**config.mk**
```make
export PLATFORM = sky130hd
export DESIGN_NAME = bcd_counter_n
export DESIGN_NICKNAME = d
export VERILOG_FILES = /design/src/rtl/bcd_counter_n.sv
export SDC_FILE = /design/constraint.sdc
export NUM_CORES = 1
export LEC_CHECK = 0
export CAP_MARGIN = 40
export CORE_UTILIZATION = 37
export CTS_CLUSTER_DIAMETER = 120
export CTS_CLUSTER_SIZE = 24
export DETAILED_ROUTE_END_ITERATION = 16
export GPL_TIMING_DRIVEN = 0
export SETUP_SLACK_MARGIN = 0.4
export SLEW_MARGIN = 20
export SYNTH_ARGS = -nofsm -noshare
export SYNTH_HDL_FRONTEND = slang
export SYNTH_SLANG_ARGS = --single-unit
```
**constraint.sdc**
```tcl
create_clock -name clk -period 2.6 [get_ports clk]
set_input_delay 0.39 -clock clk [delete_from_list [all_inputs] [get_ports clk]]
set_output_delay 0.39 -clock clk [all_outputs]
set_load 0.01 [all_outputs]
```
**src/rtl/bcd_counter_n.sv**
```systemverilog
// rtl/bcd_counter_n.sv - N-digit packed-BCD up/down counter with integrated tick prescaler
module bcd_counter_n #(
    parameter int                  DIGITS    = 4,
    parameter logic [4*DIGITS-1:0] MAX_VALUE = 16'h9675,
    parameter int                  TICK_DIV  = 50000000,
    parameter bit                  WRAP      = 1'b1
) (
    input  logic                  clk,
    input  logic                  rst,
    input  logic                  ena_in,
    input  logic                  clr,
    input  logic                  up_dn,
    input  logic                  load,
    input  logic [4*DIGITS-1:0]   load_val,
    output logic [4*DIGITS-1:0]   Qdata,
    output logic                  tick_out,
    output logic                  terminal,
    output logic                  load_err
);

    localparam int W  = 4 * DIGITS;
    localparam int PW = $clog2(TICK_DIV + 1);
    localparam logic [PW-1:0] PRESC_LAST = PW'(TICK_DIV - 1);

    logic [PW-1:0] presc;
    logic [W-1:0]  inc_val;
    logic [W-1:0]  dec_val;
    logic          carry;
    logic          borrow;
    logic          load_ok;
    logic          at_max;
    logic          at_zero;
    logic          step;

    // Free-running prescaler; tick_out is registered so it follows the terminal prescaler count by one cycle
    always_ff @(posedge clk or negedge rst) begin
        if (!rst) begin
            presc    <= '0;
            tick_out <= 1'b0;
        end else begin
            tick_out <= (presc == PRESC_LAST);
            if (presc == PRESC_LAST)
                presc <= '0;
            else
                presc <= presc + 1'b1;
        end
    end

    // Next-value candidates: rippled BCD increment/decrement and load validation
    always_comb begin
        inc_val = Qdata;
        dec_val = Qdata;
        carry   = 1'b1;
        borrow  = 1'b1;
        load_ok = (load_val <= MAX_VALUE);
        for (int i = 0; i < DIGITS; i++) begin
            if (carry) begin
                if (Qdata[4*i +: 4] == 4'd9) begin
                    inc_val[4*i +: 4] = 4'd0;
                end else begin
                    inc_val[4*i +: 4] = Qdata[4*i +: 4] + 4'd1;
                    carry = 1'b0;
                end
            end
            if (borrow) begin
                if (Qdata[4*i +: 4] == 4'd0) begin
                    dec_val[4*i +: 4] = 4'd9;
                end else begin
                    dec_val[4*i +: 4] = Qdata[4*i +: 4] - 4'd1;
                    borrow = 1'b0;
                end
            end
            if (load_val[4*i +: 4] > 4'd9)
                load_ok = 1'b0;
        end
    end

    assign at_max  = (Qdata == MAX_VALUE);
    assign at_zero = (Qdata == '0);
    assign step    = tick_out && ena_in;

    // Count register with clr > load > step priority; terminal/load_err are single-cycle pulses
    always_ff @(posedge clk or negedge rst) begin
        if (!rst) begin
            Qdata    <= '0;
            terminal <= 1'b0;
            load_err <= 1'b0;
        end else begin
            terminal <= 1'b0;
            load_err <= 1'b0;
            if (clr) begin
                Qdata <= '0;
            end else if (load) begin
                if (load_ok)
                    Qdata <= load_val;
                else
                    load_err <= 1'b1;
            end else if (step) begin
                if (up_dn) begin
                    if (at_max) begin
                        terminal <= 1'b1;
                        if (WRAP)
                            Qdata <= '0;
                    end else begin
                        Qdata <= inc_val;
                    end
                end else begin
                    if (at_zero) begin
                        terminal <= 1'b1;
                        if (WRAP)
                            Qdata <= MAX_VALUE;
                    end else begin
                        Qdata <= dec_val;
                    end
                end
            end
        end
    end

endmodule

```
Word level (Yosys, flattened, before mapping)
Cells that the tools add are included.
{ "totals": {"regBits": 45, "inputBits": 22, "output_inout_bits": 19, "elab_cells": 91} }
{ "op_classes": {"n_addsub": 9, "order_cmp": 5, "eq_ne": 10, "n_mux": 45, "n_reduce_logical": 14} }
{ "ops": {"columns": ["cell", "count"], "rows": [
  ["$mux W16", 7],
  ["$mux W4", 14],
  ["$add A26 B1 Y26 const B", 1],
  ["$eq A26 B26 Y1 const B", 1],
  ["$mux W26", 1],
  ["$mux W1", 23],
  ["$add A4 B1 Y4 const B", 4],
  ["$eq A16 B16 Y1 const B", 1],
  ["$eq A4 B4 Y1 const B", 4],
  ["$gt A4 B4 Y1 const B", 4],
  ["$le A16 B16 Y1 const B", 1],
  ["$logic_not A16 Y1", 1],
  ["$logic_not A4 Y1", 4],
  ["$sub A4 B1 Y4 const B", 4],
  ["$ne A5 B2 Y1 const B", 3],
  ["$reduce_bool A5 Y1", 3],
  ["$reduce_and A4 Y1", 3],
  ["$ne A3 B2 Y1 const B", 1],
  ["$reduce_bool A3 Y1", 1],
  ["$reduce_and A2 Y1", 1],
  ["$logic_and A1 B1 Y1", 1]
]} }

Depth between registers and ports, before layout
{ "depth": {"depth_word": 10, "mapped_depth": 9, "depth_no_buf": 8} }

Least setup slack after synthesis
Ideal clock, no wire load.
{ "synth_timing": {"kind": "reg-to-reg", "from": "reg Qdata[4]", "to": "reg Qdata[12]", "setup_ns": 0.125, "t_arrival_ns": 2.232, "slack_ns": 0.244, "path_stages_with_launch": 7, "path_buffers": 0, "synth_period_minus_slack_ns": 2.356, "cell_sequence": "dfrtp_1 > inv_1 > ha_1 > nor3b_1 > nand3_1 > a2111oi_4 > mux2_2"} }
{ "synth_between": {"elab_chain_cells": 6, "word_cells_on_any_way": 19, "classes_between": "eq/ne (3); mux (12); reduce/logical (4)"} }
{ "synth_lines": {"columns": ["element", "line", "rtl"], "rows": [
  ["start, declared", "15", "output logic [4*DIGITS-1:0] Qdata,"],
  ["start signal, assigned", "95", "Qdata <= load_val;"],
  ["start signal, assigned", "105", "Qdata <= inc_val;"],
  ["start signal, assigned", "113", "Qdata <= dec_val;"],
  ["$eq A4 B4 Y1 (tied with other cells)", "58", "if (Qdata[4*i +: 4] == 4'd9) begin"],
  ["$mux W1 (tied with other cells)", "58", null],
  ["$mux W1 (tied with other cells) (2 in a row)", "57", "if (carry) begin"],
  ["$ne A5 B2 Y1 (no line) (tied with other cells)", null, null],
  ["$reduce_and A4 Y1 (no line) / $mux W16 (equally long branches)", null, null]
]} }
Several ways; a longest one is shown, not always the timed one. The select of a mux whose other input is x is not followed.
A chain may end at the register's enable or synchronous reset.

Final worst setup path
{ "layout_timing": {"from": "reg Qdata[7]", "to": "reg Qdata[14]"} }
Same word-level chain as after synthesis.

==> results.yml <==
run_status:
  outcome: "finished, violations left"
  violations: "negative hold slack"
sta:
  final-hold-violation-count: 1
  fin_crit_ns: 2.24
  fin_crit_sh: 0.860
  worstMarginPinSlew_ns: 0.711
  fin_worst_skew_ns: 0.0206
  slew_headroom: 0.524
  rsz0062_at_grt: "yes"
  fmax_ghz: 0.447
  maxSlewViolCount: 0
  hold_ws_ns: -0.00125
  setup_viol: 0
die:
  fp.dieArea_um2: 8450
  die_h_um: 91.9
  core_um2: 7770
  core.rowCount: 32
  start_util: 0.385
  die_w_um: 91.9
  ioPinCount: 41
global_routing:
  grt_pass1_vias: 2694
  grt_max_degree: 29
  grt-ovfl-total: 0
  antenna_found_initial: 0
  grt_first_pass_wirelength_um: 13100
  grt_use_total: 0.196
power_and_ir_drop:
  switchingPower_uw: 744
  peakVddDrop_mv: 0.212
  swShare: 0.355
  p_leak_uw: 0.00176
  pwr-share-comb: 0.389
  p_clk_frac: 0.228
  intPower_uw: 1350
  share_seq_of_total_power: 0.383
  power.density_nw_per_um2: 529
  power.total_uw: 2100
finish:
  drive_gt1_frac: 0.214
  final_cell_area_um2: 3970
  final_cell_mix: "dfrtp_1 (41), nand2_1 (34), clkdlybuf4s50_1 (34)"
  layoutNonFillerInstCount: 504
  regArea_um2: 1130
  nFillCells: 728
  diodes: 0
  multiInputGateArea_um2: 1870
  mostFrequentLayoutCell: "dfrtp_1"
  synthToLayoutAreaGrowth_pct: 32.5
  nNetsFinal: 433
clock_tree:
  cts.root.buffer_cell: "clkbuf_8"
  cts_tree: "built"
  clockBufferDepth: 2
  clk_pin_slew_ns: 0.11
  cts.sinks: 45
  numCtsBuffers: 5
  clk_latency_ns: 0.31
  hold_buffers: 0
  h-tree-depth: 2
routing:
  first_pass_iters: 4
  routed_wl_um: 7970
  wl_per_cell_um: 15.8
  ant_nets: 0
  drc: 0
  vias_per_cell: 5.42
  first_iter_violations: 166
  num_vias: 2732
logic_synthesis:
  synth_top_cell_by_area: "dfrtp_1"
  mappedNetlistArea_um2: 2990
  synth_edf_count: 0
  synth-seq-area-share: 0.376
  avgSynthCellArea_um2: 9.10
  synth_top_area_frac: 0.376
  synthDistinctLibCells: 60
  synthCells: 329
  async_flop_share: 1.00
  synthesis.nets: 361
  synth_area_leaders: "dfrtp_1 (38%), nand2_1 (4.3%), ha_1 (4.2%)"
  synth_ff_type: "dfrtp_1"
  synth_warnings: 0
  synth_seq_cells: 45
place:
  hpwl_um: 5460
  dp.cells: 470
  placed_cell_area_um2: 3520
  gp_congestion: 0.829
  io_buffer_count: 38
worst_setup_path:
  worstPathRequired_ns: 2.81
  end_kind: "flip-flop"
  crit_type: "reg2reg"
  path_max_fanout: 7
  worstPathArrival_ns: 2.44
  startpoint_type: "flip-flop"
min_path:
  hold_path.class: "in2async"
flow_run:
  drv_cap: 0
[area by class of cell]
type / instances / area share
Inverter: 14 / 0.0133
Clock inverter: 3 / 0.00631
Tap cell: 102 / 0.0322
Clock buffer: 5 / 0.0174
Multi-Input combinational cell: 255 / 0.472
Timing Repair Buffer: 65 / 0.150
Buffer: 15 / 0.0240
Sequential cell: 45 / 0.285
[synth_stat cells (3+ instances only)]
cell / instances
a21oi_1: 18
a221oi_1: 3
a22o_1: 4
a22oi_1: 5
a31oi_1: 4
and3_1: 10
buf_2: 5
clkbuf_1: 6
dfrtp_1: 45
ha_1: 10
inv_1: 14
mux2_2: 6
mux2i_1: 7
nand2_1: 34
nand2b_1: 5
nand3_1: 17
nand4_1: 6
nor2_1: 24
nor2b_1: 5
nor3_1: 5
nor3b_1: 3
nor4_1: 4
o21ai_0: 16
o31ai_1: 3
xnor2_1: 14
xor2_1: 13
[flip-flops by register name (all words and copies together), names as in the netlist]
name and count:
terminal 1, tick_out 1, presc 26, load_err 1
Qdata 16
[logic make-up (layout without fill, tap and decap cells)]
| kind of cell | after synthesis | count (layout) | synth area share |
|---|---|---|---|
| AOI/OAI and AO/OA | 74 | 74 | 0.176 |
| xor gates and xnor gates | 27 | 27 | 0.0790 |
| adders and majority gates | 10 | 10 | 0.0418 |
| buffers and inverters | 29 | 102 | 0.0447 |
| DFF | 45 | 45 | 0.376 |
| muxes | 13 | 13 | 0.0460 |
| and+or+nand+nor | 131 | 131 | 0.237 |
[layer usage]
metal,part of all wire,vias to the layer above,GRT usage
met5,0,-,0
met4,0.022,0,0.0651
met3,0.052,18,0.0373
met2,0.49,81,0.330
met1,0.44,1296,0.251
li1,-,1337,-
[power groups by stage]
stage | clock [uW] | combinational, uW | sequential [uW]
final | 478 | 817 | 804
after global routing | 522 | 890 | 812
after CTS | 487 | 780 | 801
after detailed placement | 0 | 651 | 826
after global placement | 0 | 647 | 823
after floorplan | 0 | 398 | 833
[critical path, cell delays in order (launching register included)]
cell and delay [ns]:
dfrtp_1 0.51, and4bb_1 0.38, nand4_4 0.13, nand3_4 0.12, o21ba_4 0.17, a2111oi_4 0.30
buf_4 0.19, mux2_2 0.33
[metrics by stage]
| stage | utilization | TNS, ns | worst slack [ns] |
|---|---|---|---|
| finish | 0.510 | 0 | 0.364 |
| global route | 0.510 | 0 | 0.290 |
| CTS | 0.498 | 0 | 0.377 |
| detailed placement | 0.453 | -0.573 | -0.192 |
| global placement | 0.452 | -10.50 | -0.373 |
| floorplan | - | 0 | 0.401 |
[worst paths after layout]
kind | depth (start not counted) | end | startpoint | slack, ns
worst min-delay path | 1 | Qdata[6] | rst | -0.001
worst max register to register | 7 | Qdata[14] | Qdata[7] | 0.36
min in group clk | 3 | Qdata[10] | load_val[10] | 0.45
worst min register to register | 1 | presc[0] | presc[0] | 0.47
worst max-delay path | 7 | Qdata[14] | Qdata[7] | 0.36
max in group asynchronous | 2 | presc[5] | rst | 2.08
[repair_timing]
item	in CTS	in global routing
buffers inserted	20	4
setup endpoints to repair	23	22
cloned	0	0
pin swaps	7	7
gates resized for setup	27	18
No activity file was read; power rests on OpenSTA's default activity.
